===== src/rtl/cr_debounce_if.sv =====
// cr_debounce_if: groups the debouncer's level input, qualification tick and outputs.
//   D        - synchronized level input          (master -> slave)
//   SampleEn - qualification tick                (master -> slave)
//   Q        - debounced level                   (slave -> master)
//   Rise     - one-cycle pulse on a Q 0->1 change (slave -> master)
//   Fall     - one-cycle pulse on a Q 1->0 change (slave -> master)
//   Busy     - qualification in progress          (slave -> master)
interface cr_debounce_if;
   logic D;
   logic SampleEn;
   logic Q;
   logic Rise;
   logic Fall;
   logic Busy;
   modport master (output D, SampleEn, input Q, Rise, Fall, Busy);
   modport slave  (input D, SampleEn, output Q, Rise, Fall, Busy);
endinterface


===== src/rtl/cr_debounce.sv =====
// cr_debounce: Q follows D only after pStableCycles consecutive qualifying samples of D!=Q.
//   Clk   - clock, rising edge
//   Rst_n - asynchronous active-low reset (Q=pInitLevel, pulses and count cleared)
//   bus   - cr_debounce_if.slave: D, SampleEn in; Q, Rise, Fall, Busy out (all registered state)
module cr_debounce #(
   parameter int pStableCycles = 16,
   parameter bit pInitLevel    = 1'b0
) (
   input logic            Clk,
   input logic            Rst_n,
   cr_debounce_if.slave   bus
);
   localparam int CW = (pStableCycles > 1) ? $clog2(pStableCycles) : 1;
   localparam logic [CW-1:0] LAST = CW'(pStableCycles - 1);

   typedef enum logic {STABLE, QUALIFY} state_t;

   logic [CW-1:0] r_cnt, w_cnt_nxt;
   logic          r_q, w_q_nxt;
   logic          r_rise, w_rise_nxt;
   logic          r_fall, w_fall_nxt;
   logic          w_diff, w_load;
   state_t        w_state;

   always_ff @(posedge Clk or negedge Rst_n) begin
      if (!Rst_n) begin
         r_cnt  <= '0;
         r_q    <= pInitLevel;
         r_rise <= 1'b0;
         r_fall <= 1'b0;
      end else begin
         r_cnt  <= w_cnt_nxt;
         r_q    <= w_q_nxt;
         r_rise <= w_rise_nxt;
         r_fall <= w_fall_nxt;
      end
   end

   // Any agreeing sample restarts the count; a gated-off sample freezes it.
   always_comb begin
      w_diff     = bus.D ^ r_q;
      w_load     = w_diff & bus.SampleEn & (r_cnt == LAST);
      w_cnt_nxt  = !w_diff ? '0 : !bus.SampleEn ? r_cnt : w_load ? '0 : r_cnt + CW'(1);
      w_q_nxt    = w_load ? bus.D : r_q;
      w_rise_nxt = w_load & bus.D;
      w_fall_nxt = w_load & ~bus.D;
   end

   always_comb begin
      w_state  = (r_cnt != '0) ? QUALIFY : STABLE;
      bus.Q    = r_q;
      bus.Rise = r_rise;
      bus.Fall = r_fall;
      bus.Busy = (w_state == QUALIFY);
   end
endmodule

===== src/flat_wrapper.sv =====
// flat-port wrapper written by rule: the top's interface ports become plain ports
module cr_debounce_flat 
#(
   parameter int pStableCycles = 16,
   parameter bit pInitLevel    = 1'b0
)
  (Clk, Rst_n, bus_D, bus_SampleEn, bus_Q, bus_Rise, bus_Fall, bus_Busy);
  cr_debounce_if bus_i ();
  input logic Clk;
  input logic Rst_n;
  input wire logic [$bits(bus_i.D)-1:0] bus_D;
  input wire logic [$bits(bus_i.SampleEn)-1:0] bus_SampleEn;
  output wire logic [$bits(bus_i.Q)-1:0] bus_Q;
  output wire logic [$bits(bus_i.Rise)-1:0] bus_Rise;
  output wire logic [$bits(bus_i.Fall)-1:0] bus_Fall;
  output wire logic [$bits(bus_i.Busy)-1:0] bus_Busy;
  assign bus_i.D = bus_D;
  assign bus_i.SampleEn = bus_SampleEn;
  assign bus_Q = bus_i.Q;
  assign bus_Rise = bus_i.Rise;
  assign bus_Fall = bus_i.Fall;
  assign bus_Busy = bus_i.Busy;
  cr_debounce #(.pStableCycles(pStableCycles), .pInitLevel(pInitLevel)) u_core (.Clk(Clk), .Rst_n(Rst_n), .bus(bus_i));
endmodule

===== config.mk =====
export PLATFORM = sky130hd
export DESIGN_NAME = cr_debounce_flat
export DESIGN_NICKNAME = d
export VERILOG_FILES = /design/src/rtl/cr_debounce_if.sv /design/src/rtl/cr_debounce.sv /design/src/flat_wrapper.sv
export SDC_FILE = /design/constraint.sdc
export NUM_CORES = 1
export LEC_CHECK = 0
export BUFFER_PORTS_ARGS = -buffer_cell sky130_fd_sc_hd__buf_2
export CORE_AREA = 2 2 39 41
export DETAILED_ROUTE_END_ITERATION = 7
export DIE_AREA = 0 0 41 43
export PLACE_DENSITY = 0.53
export SLEW_MARGIN = 5
export SYNTH_ARGS = -nofsm -noshare
export SYNTH_HDL_FRONTEND = slang
export SYNTH_SLANG_ARGS = --single-unit

===== constraint.sdc =====
create_clock -name Clk -period 2.55 [get_ports Clk]
set_clock_uncertainty 0.1 [all_clocks]
set_input_delay 0.51 -clock Clk [delete_from_list [all_inputs] [get_ports Clk]]
set_output_delay 0.51 -clock Clk [all_outputs]
set_load 0.02 [all_outputs]

After elaboration in Yosys (flattened, before gate mapping)

Index checks and enable logic that the tools add are counted.

Bits in latches: 0
Register bits after elaboration: 7
Output and inout bits: 4
Bits in read-only memories: 0
Logic and storage cells: 18
Bits of input ports: 4
Memories kept: 0
Bits in writable memories: 0

Bitwise gates (word level): 6
Shifts and indexed selects: 0
Order comparisons: 0
Equality and inequality tests: 2
$add $sub $neg: 1
Reduce and logical (&&, ||, !) cells: 1
Multiply operators: 0
Multiplexer cells: 4
Div/mod/pow operators: 0

Operators by type and width:

| cell                  | number |
|---|---|
| $mux W4               | 3 |
| $add A4 B1 Y4 const B | 1 |
| $and A1 B1 Y1         | 4 |
| $eq A4 B4 Y1 const B  | 1 |
| $reduce_bool A4 Y1    | 1 |
| $ne A2 B2 Y1 const B  | 1 |
| $mux W1               | 1 |
| $not A1 Y1            | 1 |
| $xor A1 B1 Y1         | 1 |

Logic depth before layout (Yosys ltp)

Depth after elaboration: 6
Depth in mapped cells: 4
Depth with buffers taken out: 4

Worst setup path after synthesis

No wires, ideal clock.

Path type: reg2out
Start: register u_core.r_cnt[0]
End: output bus_Busy
Path buffers: 0
Cell stages (with the launch flop): 4
Arrival time: 0.745 ns
Required time: 1.940 ns
Path slack: 1.195 ns
Cell sequence: dfrtp_1 inv_2 ha_1 nand2_1

Longest elaborated chain between the ends: 2

Ends and longest elaborated chain:

| item                   | line               | source |
|---|---|---|
| from (decl)            | cr_debounce.sv:18  | `logic [CW-1:0] r_cnt, w_cnt_nxt;` |
| from (signal assigned) | cr_debounce.sv:32  | `r_cnt <= w_cnt_nxt;` |
| $reduce_bool A4 Y1     | cr_debounce.sv:50  | `w_state = (r_cnt != '0) ? QUALIFY : STABLE;` |
| $mux W1                | cr_debounce.sv:50  |  |
| to (decl)              | flat_wrapper.sv:16 | `output wire logic [$bits(bus_i.Busy)-1:0] bus_Busy;` |

No other way between the ends.

Worst setup path in the final report

Ends and elaborated chain as after synthesis.

==> flow_summary.toml <==
[timing]
slew_headroom_pct = 79.8
layout_min_cycle_time_ns = 1.70
drv_slew = 0
tightest_slew_ns = 0.301
final-hold-violation-count = 0
tns_ns = 0
rsz0062_at_grt = "false"
fin_hold_ws_ns = 0.365
setup_viol = 0
fmaxAchievable_ghz = 0.589
fin_crit_sh_pct = 66.6

[finish]
nets = 51
n_fill_cell = 152
area_growth_pct = 27.2
antenna_cells = 0
drive_gt1_share_pct = 27.3

[cts]
clk_path_buf_depth = 2
clk_latency_ns = 0.25
clk_pin_slew_ns = 0.05
cts_inserted_buffers = 3
htree_levels = 1
cts.sink_count = 7
cts_setup_buffers = 0
ctsResizeCount = 0
cts_tree = "done"
root_buffer = "clkbuf_4"

[logic_synthesis]
synthAdderAreaFrac_pct = 7.46
synth_top_family_by_area = "simple AND/OR/NAND/NOR gates"
syn_avg_cell_area_um2 = 10.5
syn_area_um2 = 335
synth-compound-area-share_pct = 5.97
ys_seq_area_share_pct = 52.2
synth-seq-cells = 7
yosys_warnings = 0
synthCells = 32
synth_mux_area_share_pct = 6.34
yosysUniqueCellTypes = 17
syn_nets = 38
synth-simple-area-share_pct = 20.5
synthXorXnorAreaFrac_pct = 5.22

[die]
start_util_pct = 24.2
core_area_um2 = 1380
fp.dieArea_um2 = 1760
die_x_um = 41
row_count = 14
die_h_um = 43
ios = 8

[detailed_routing]
viasPerCell = 4.62
wl_per_cell_um = 9.75
ant_nets = 0
drtIter0Drc = 0
vias = 277
dr.pass1.iters = 1
route.detailed.drc = 0
postRouteWirelength_um = 585

[grt]
gr-total-overflow = 0
grt_pass1_vias = 269
antenna_found_initial = 0
grt_pass1_wl_um = 1040
grt_max_degree = 8
gr-usage-all-layers_pct = 9.35

[flow_run]
cap_violations = 0

[power_and_ir_drop]
ir_drop_mv = 0.225
power_density_nw_per_um2 = 558
p_leak_nw = 0.207

[placed_design]
io_buffers = 7
place_hpwl_um = 476
globalplace.congestion = 0.653

[critical_path]
cp-end-kind = "primary output"
critPathMaxFanout = 4
worst_ep_arrival_time_ns = 1.09
start_kind = "flip-flop"
crit_type = "flip-flop to primary output"
required_ns = 1.94

[run_status]
outcome = "finished clean"

[hold_path]
hold_path_class = "input port to flip-flop"
-- stage by stage --
stage               total power [W]  utilization (%)  setup WS [ns]  cells  cell area (um2)
floorplan                  0.000130                -           1.19     32              335
global placement           0.000141             28.2           1.06     55              390
detailed placement         0.000141             28.2           1.06     55              390
CTS                        0.000245             30.8          0.838     60              427
global route               0.000262             30.8          0.750     60              427
finish                     0.000238             30.8          0.853     60              427
-- area by class of cell --
class | count | area [um2] | share of cell area, %
tap | 16 | 20.0 | 4.69
clock buffer | 4 | 26.3 | 6.16
multi-input combinational | 23 | 153 | 35.8
sequential | 7 | 175 | 41.1
inverter | 2 | 7.51 | 1.76
timing repair buffer | 8 | 45.0 | 10.6
-- layer usage --
layer	wire, um	global-route usage, %	vias up
met5	0	0	-
met4	0	6.00	0
met3	39	4.71	0
met2	297	12.5	7
met1	248	11.4	137
li1	-	-	133
-- what timing repair did --
action / CTS / global route
hold endpoints to repair: 7 / 0
hold buffers: 1 / 0
setup endpoints to repair: 0 / 0
-- logic make-up (layout without fill, tap and decap cells) --
group,after synthesis,count (layout)
AND/OR/NAND/NOR,13,13
adder cells (fa/ha/maj),2,2
AO/OA/AOI/OAI,4,4
flip-flops,7,7
multiplexers,2,2
buffers and inverters,2,14
XOR/XNOR,2,2
-- worst max-delay path: stages, from the launching register on --
cell and delay [ns]:
dfrtp_1 0.40, inv_2 0.06, ha_1 0.19, nand2_1 0.05, buf_2 0.15
-- Yosys cell counts --
cell type / n / area (um2)
mux2i_1: 1 / 10.0
nand3_1: 2 / 10.0
xnor2_1: 1 / 8.76
dfrtp_1: 7 / 175
mux2_2: 1 / 11.3
nand4_1: 1 / 6.26
nor3b_1: 2 / 15.0
xor2_1: 1 / 8.76
nand2_1: 3 / 11.3
or2b_1: 1 / 7.51
o21ai_0: 1 / 5.00
inv_1: 1 / 3.75
a21oi_1: 3 / 15.0
or4_1: 1 / 7.51
nor2_1: 3 / 11.3
inv_2: 1 / 3.75
ha_1: 2 / 25.0
-- cells in the final DEF, fill, tap and decap left out, drive strengths merged --
cell type | netlist | routed
a21oi | 3 | 3
buf | 0 | 7
clkbuf | 0 | 4
dfrtp | 7 | 7
dlygate4sd3 | 0 | 1
ha | 2 | 2
inv | 2 | 2
mux2 | 1 | 1
mux2i | 1 | 1
nand2 | 3 | 3
nand3 | 2 | 2
nand4 | 1 | 1
nor2 | 3 | 3
nor3b | 2 | 2
o21ai | 1 | 1
or2b | 1 | 1
or4 | 1 | 1
xnor2 | 1 | 1
xor2 | 1 | 1
-- registers in the layout, indices dropped and copies added (netlist names) --
| name | count |
|---|---|
| u_core.bus.Q | 1 |
| u_core.bus.Fall | 1 |
| u_core.r_cnt | 4 |
| u_core.bus.Rise | 1 |
-- final timing paths --
kind,start,endpoint,slack [ns],cells past startpoint
worst max-delay path,u_core.r_cnt[0],bus_Busy,0.85,4
worst min-delay path,bus_D,u_core.bus.Fall,0.36,2
worst max register to register,u_core.r_cnt[0],u_core.bus.Q,1.16,3
worst min register to register,u_core.bus.Q,u_core.bus.Rise,0.41,1
max in group asynchronous,Rst_n,u_core.r_cnt[2],1.68,2
min in group asynchronous,Rst_n,u_core.r_cnt[3],0.52,2
-- where the power goes --
part | switching [W] | internal, W | total (W)
clock network | 0.0000392 | 0.0000596 | 0.0000988
logic | 0.0000133 | 0.00000958 | 0.0000229
registers | 0.00000282 | 0.000114 | 0.000117
No activity file was read; power rests on OpenSTA's default activity.
